File: src/rtl/imem_responder_pkg.sv
// Shared constants for the instruction-memory responder: FSM encoding,
// SRAM data width, default wait states and wait-counter width.
package imem_responder_pkg;

    localparam int DATA_W          = 32;
    localparam int WAIT_CYCLES_DEF = 2;
    localparam int CNT_W           = 4;

    localparam logic [0:0] ST_IDLE   = 1'b0;
    localparam logic [0:0] ST_ACCESS = 1'b1;

    typedef logic [CNT_W-1:0] cnt_t;

endpackage

File: src/rtl/imem_wait_counter.sv
// Wait-state down-counter: load has priority over decrement, and zero
// flags the final wait cycle of an SRAM access.
import imem_responder_pkg::*;

module imem_wait_counter (
    input  logic             clk,
    input  logic             rst,
    input  logic             load,
    input  logic [CNT_W-1:0] load_val,
    input  logic             dec,
    output logic             zero
);

    cnt_t cnt_q;
    cnt_t cnt_d;

    always_comb begin
        cnt_d = cnt_q;
        if (load) begin
            cnt_d = load_val;
        end else if (dec && (cnt_q != '0)) begin
            cnt_d = cnt_q - 1'b1;
        end
    end

    always_ff @(posedge clk) begin
        if (rst) begin
            cnt_q <= '0;
        end else begin
            cnt_q <= cnt_d;
        end
    end

    assign zero = (cnt_q == '0);

endmodule

File: src/rtl/imem_responder.sv
// Single-word instruction buffer in front of an asynchronous SRAM: hits are
// answered combinationally, misses run a fixed-length SRAM read then refill.
import imem_responder_pkg::*;

module imem_responder #(
    parameter int WAIT_CYCLES = WAIT_CYCLES_DEF,
    parameter int SRAM_AW     = 20
) (
    input  logic               clk,
    input  logic               rst,
    input  logic [31:0]        fetch_addr,
    output logic [31:0]        fetch_data,
    output logic               fetch_stall,
    output logic               fetch_err,
    input  logic               flush,
    output logic [SRAM_AW-1:0] sram_addr,
    output logic               sram_ce_n,
    output logic               sram_oe_n,
    output logic               sram_we_n,
    input  logic [31:0]        sram_data,
    output logic               dbg_state
);

    logic [0:0]        state_q, state_d;
    logic [29:0]       req_tag_q, req_tag_d;
    logic [29:0]       buf_tag_q, buf_tag_d;
    logic [DATA_W-1:0] buf_data_q, buf_data_d;
    logic              buf_valid_q, buf_valid_d;

    logic hit;
    logic out_of_range;
    logic cnt_load;
    logic cnt_dec;
    logic cnt_zero;
    logic unused_addr_lsb;

    assign unused_addr_lsb = ^fetch_addr[1:0];

    // Full-tag compare means a word filled for an abandoned branch target
    // can never be mistaken for the current fetch address.
    assign hit          = buf_valid_q && (fetch_addr[31:2] == buf_tag_q);
    assign out_of_range = |fetch_addr[31:SRAM_AW+2];

    assign fetch_stall = !hit && !out_of_range;
    assign fetch_err   = out_of_range;
    assign fetch_data  = out_of_range ? 32'h0 : buf_data_q;

    assign sram_ce_n = (state_q != ST_ACCESS);
    assign sram_oe_n = (state_q != ST_ACCESS);
    assign sram_we_n = 1'b1;
    assign sram_addr = (state_q == ST_ACCESS) ? req_tag_q[SRAM_AW-1:0] : '0;
    assign dbg_state = state_q[0];

    imem_wait_counter u_wait (
        .clk      (clk),
        .rst      (rst),
        .load     (cnt_load),
        .load_val (CNT_W'(WAIT_CYCLES - 1)),
        .dec      (cnt_dec),
        .zero     (cnt_zero)
    );

    always_comb begin
        state_d     = state_q;
        req_tag_d   = req_tag_q;
        buf_tag_d   = buf_tag_q;
        buf_data_d  = buf_data_q;
        buf_valid_d = buf_valid_q;
        cnt_load    = 1'b0;
        cnt_dec     = 1'b0;
        if (state_q == ST_IDLE) begin
            if (flush) begin
                buf_valid_d = 1'b0;
            end else if (!hit && !out_of_range) begin
                state_d   = ST_ACCESS;
                req_tag_d = fetch_addr[31:2];
                cnt_load  = 1'b1;
            end
        end else begin
            // Flush beats a fill completing on the same edge.
            if (flush) begin
                state_d     = ST_IDLE;
                buf_valid_d = 1'b0;
            end else if (cnt_zero) begin
                state_d     = ST_IDLE;
                buf_tag_d   = req_tag_q;
                buf_data_d  = sram_data;
                buf_valid_d = 1'b1;
            end else begin
                cnt_dec = 1'b1;
            end
        end
    end

    always_ff @(posedge clk) begin
        if (rst) begin
            state_q     <= ST_IDLE;
            req_tag_q   <= '0;
            buf_tag_q   <= '0;
            buf_data_q  <= '0;
            buf_valid_q <= 1'b0;
        end else begin
            state_q     <= state_d;
            req_tag_q   <= req_tag_d;
            buf_tag_q   <= buf_tag_d;
            buf_data_q  <= buf_data_d;
            buf_valid_q <= buf_valid_d;
        end
    end

endmodule
File: config.mk
export PLATFORM = sky130hd
export DESIGN_NAME = imem_responder
export DESIGN_NICKNAME = d
export VERILOG_FILES = /design/src/rtl/imem_responder_pkg.sv /design/src/rtl/imem_wait_counter.sv /design/src/rtl/imem_responder.sv
export SDC_FILE = /design/constraint.sdc
export NUM_CORES = 1
export LEC_CHECK = 0
export BUFFER_PORTS_ARGS = -buffer_cell sky130_fd_sc_hd__buf_4
export CORE_MARGIN = 2
export CORE_UTILIZATION = 30
export CTS_CLUSTER_SIZE = 10
export DETAILED_ROUTE_END_ITERATION = 8
export MAX_ROUTING_LAYER = met4
export PLACE_DENSITY = 0.6
export REMOVE_ABC_BUFFERS = 1
export SLEW_MARGIN = 20
export SYNTH_ARGS = -nofsm -noshare
export SYNTH_HDL_FRONTEND = slang
export SYNTH_SLANG_ARGS = --single-unit
File: constraint.sdc
create_clock -name clk -period 1.97 [get_ports clk]
set_input_delay 0.394 -clock clk [delete_from_list [all_inputs] [get_ports clk]]
set_output_delay 0.394 -clock clk [all_outputs]
set_load 0.01 [all_outputs]
==> run summary <==
pwr dens = 622 mW/mm^2
number of global-route vias before repair = 3,658
clk_skew = 6.65 ps
fill count = 1,407
WS Path Type = input pin to primary output
Initial Util = 30.5%
clk root buf = clkbuf_16
Syn-to-layout area delta = 45.1%
Post-synth EDFFs = 0
Ys Warns = 0
Tcrit/Tclk final = 114%
Clock Tree Buf Depth = 2
GP Congestion = 0.743
core area = 0.0144 mm^2
Util after Layout = 44.2%
port bufs = 121
Ports = 125
Seq cells post-synth = 98
placed cell areas = 0.00555 mm^2
RSZ-0062 raised after global routing = true
setup violators final = 69
post-route cell area = 0.00637 mm^2
hold slack final = 301 ps
PnR worst setup slack = -285 ps
vias per std cell = 4.55
n_diodes = 0
CTS hold repair buffers = 0
clk_lat worst skew = 340 ps
fin cells = 829
CP Capture Type = primary output
Yosys cell types = 31
initial antenna violation count = 0
TritonCTS Buffers = 9
post-synthesis sequential area ratio = 44.6%
row count = 44
GRT Util Overall = 14.8%
CTS tree = done
H-tree depth = 3
critical path peak fanout = 8
total gr overflow = 0
Cell Area, Synth = 0.00439 mm^2
clk sink count = 98
max-cap violation count = 0
layout cells sized above 1 = 36.1%
placed cell count = 804
Post-route DRC = 0
Synth Area per Inst = 8.55 um^2
Max Fclk = 0.443 GHz
Post-DRT Antenna Nets = 0
Critical Path AT = 1860 ps
total vias in the final route = 3,770
Top FF cell, synth = dfxtp_1
outcome = finished with violations
Total Wirelength = 11,600 um
largest net degree at the start of global routing = 67
HPWL Detailed = 7440 um
Die Area = 0.0156 mm^2
Final Hold Viols = 0
DRT iter0 DRCs = 170
Slew Viols, Final = 0
Die Height = 125 um
pre-CTS setup slack = -402 ps
wire per inst = 14.0 um
Startpoint Class = input pin
Reg clk slew, reported paths = 60 ps
Final nets = 709
Die X = 125 um
Leak Pwr = 2.47 nW
failing checks = setup timing
Hold Path Class = input pin to flip-flop
Peak VDD IR = 0.411 mV
Final min period = 2260 ps
drt first pass iters = 4
worst path required time = 1580 ps
Mapped Cells = 514
post-synthesis async set-or-reset flop share = 0%
first-pass GRT wire length = 18,200 um
## layout by cell type (no fill, tap or decap), drive strengths merged, types with 4 or more instances in the layout
cell and n:
nor3b 12, nand2 126, dfxtp 98, nor3 5, nor2 4, clkbuf 16, xnor2 16, buf 149
mux2i 20, inv 4, nand4 5, nor4 4, nand2b 39, a21oi 63, xor2 17, and2 52
## critical path, cell delays in order
cell and delay (ps):
buf_6 90, or4_4 550, nor4_4 230, buf_6 200, clkbuf_16 170, and2_4 140, buf_6 90
## stage by stage
stage	power (mW)	setup TNS [ps]
after global placement	2.26	-18990
final	3.97	-11210
after floorplan	2.08	-115520
after global routing	4.14	-14650
after detailed placement	2.26	-21100
after CTS	4.03	-9680
## synth_stat cells, types with 3 or more instances
| cell | count | area [um^2] |
|---|---|---|
| clkbuf_1 | 31 | 116 |
| nor2_1 | 4 | 15.0 |
| xnor2_1 | 16 | 140 |
| nor4_1 | 3 | 18.8 |
| nor3b_2 | 11 | 138 |
| nor3_1 | 3 | 15.0 |
| and2_1 | 52 | 325 |
| nand2b_1 | 39 | 244 |
| nand2_1 | 126 | 473 |
| inv_1 | 3 | 11.3 |
| a21oi_1 | 63 | 315 |
| xor2_1 | 17 | 149 |
| mux2i_1 | 20 | 200 |
| nand4_1 | 5 | 31.3 |
| dfxtp_1 | 98 | 1960 |
## registers in the layout, summed over array words and instances, names as in the netlist
| name | flops |
|---|---|
| buf_tag_q | 30 |
| buf_data_q | 32 |
| dbg_state | 1 |
| req_tag_q | 30 |
| buf_valid_q | 1 |
| u_wait.cnt_q | 4 |
## where the power goes
group / total, mW / switching (mW) / leakage, nW / internal [mW]
clock network: 1.74 / 0.727 / 0.142 / 1.01
logic: 0.249 / 0.104 / 1.54 / 0.145
registers: 1.98 / 0.000163 / 0.792 / 1.98
## final cells by class
class / count / area (um^2) / share of cell area, %
multi-input combinational: 375 / 2410 / 37.8
sequential: 98 / 1970 / 30.9
timing repair buffer: 153 / 1460 / 23.0
inverter: 4 / 17.5 / 0.275
tap: 184 / 230 / 3.61
clock buffer: 12 / 246 / 3.87
clock inverter: 3 / 40.0 / 0.628
## what timing repair did
action | in CTS | in global routing
cloned | 2 | 5
pin swaps | 14 | 32
setup buffers | 2 | 3
endpoints found under the setup margin | 69 | 131
gates resized for setup | 37 | 69
hold endpoints to repair | 0 | 0
## path summary, 6_finish.rpt
kind | start | cells past startpoint | end | slack [ps]
worst max-delay path | fetch_addr[24] | 7 | fetch_data[7] | -290
worst min-delay path | sram_data[6] | 3 | buf_data_q[6] | 300
worst max register to register | buf_tag_q[0] | 7 | u_wait.cnt_q[1] | -120
worst min register to register | req_tag_q[23] | 2 | buf_tag_q[23] | 450
## cells by family after synthesis
kind of cell	after synthesis	share of synthesized area, %
buffers and inverters	41	4.75
XOR/XNOR	33	6.58
AO/OA/AOI/OAI	67	8.20
adder cells (fa/ha/maj)	1	0.285
multiplexers	20	4.56
other	1	0.0853
flip-flops	98	44.6
AND/OR/NAND/NOR	253	30.9
## per-layer routing
| metal | track usage (%) | vias to the layer above | part of all wire [%] |
|---|---|---|---|
| met5 | - | - | 0 |
| met4 | 4.90 | 0 | 1.5 |
| met3 | 2.78 | 11 | 4.2 |
| met2 | 24.3 | 87 | 48 |
| met1 | 18.4 | 1770 | 46 |
| li1 | - | 1902 | - |
Note: power is estimated with default switching activity, not from simulation.
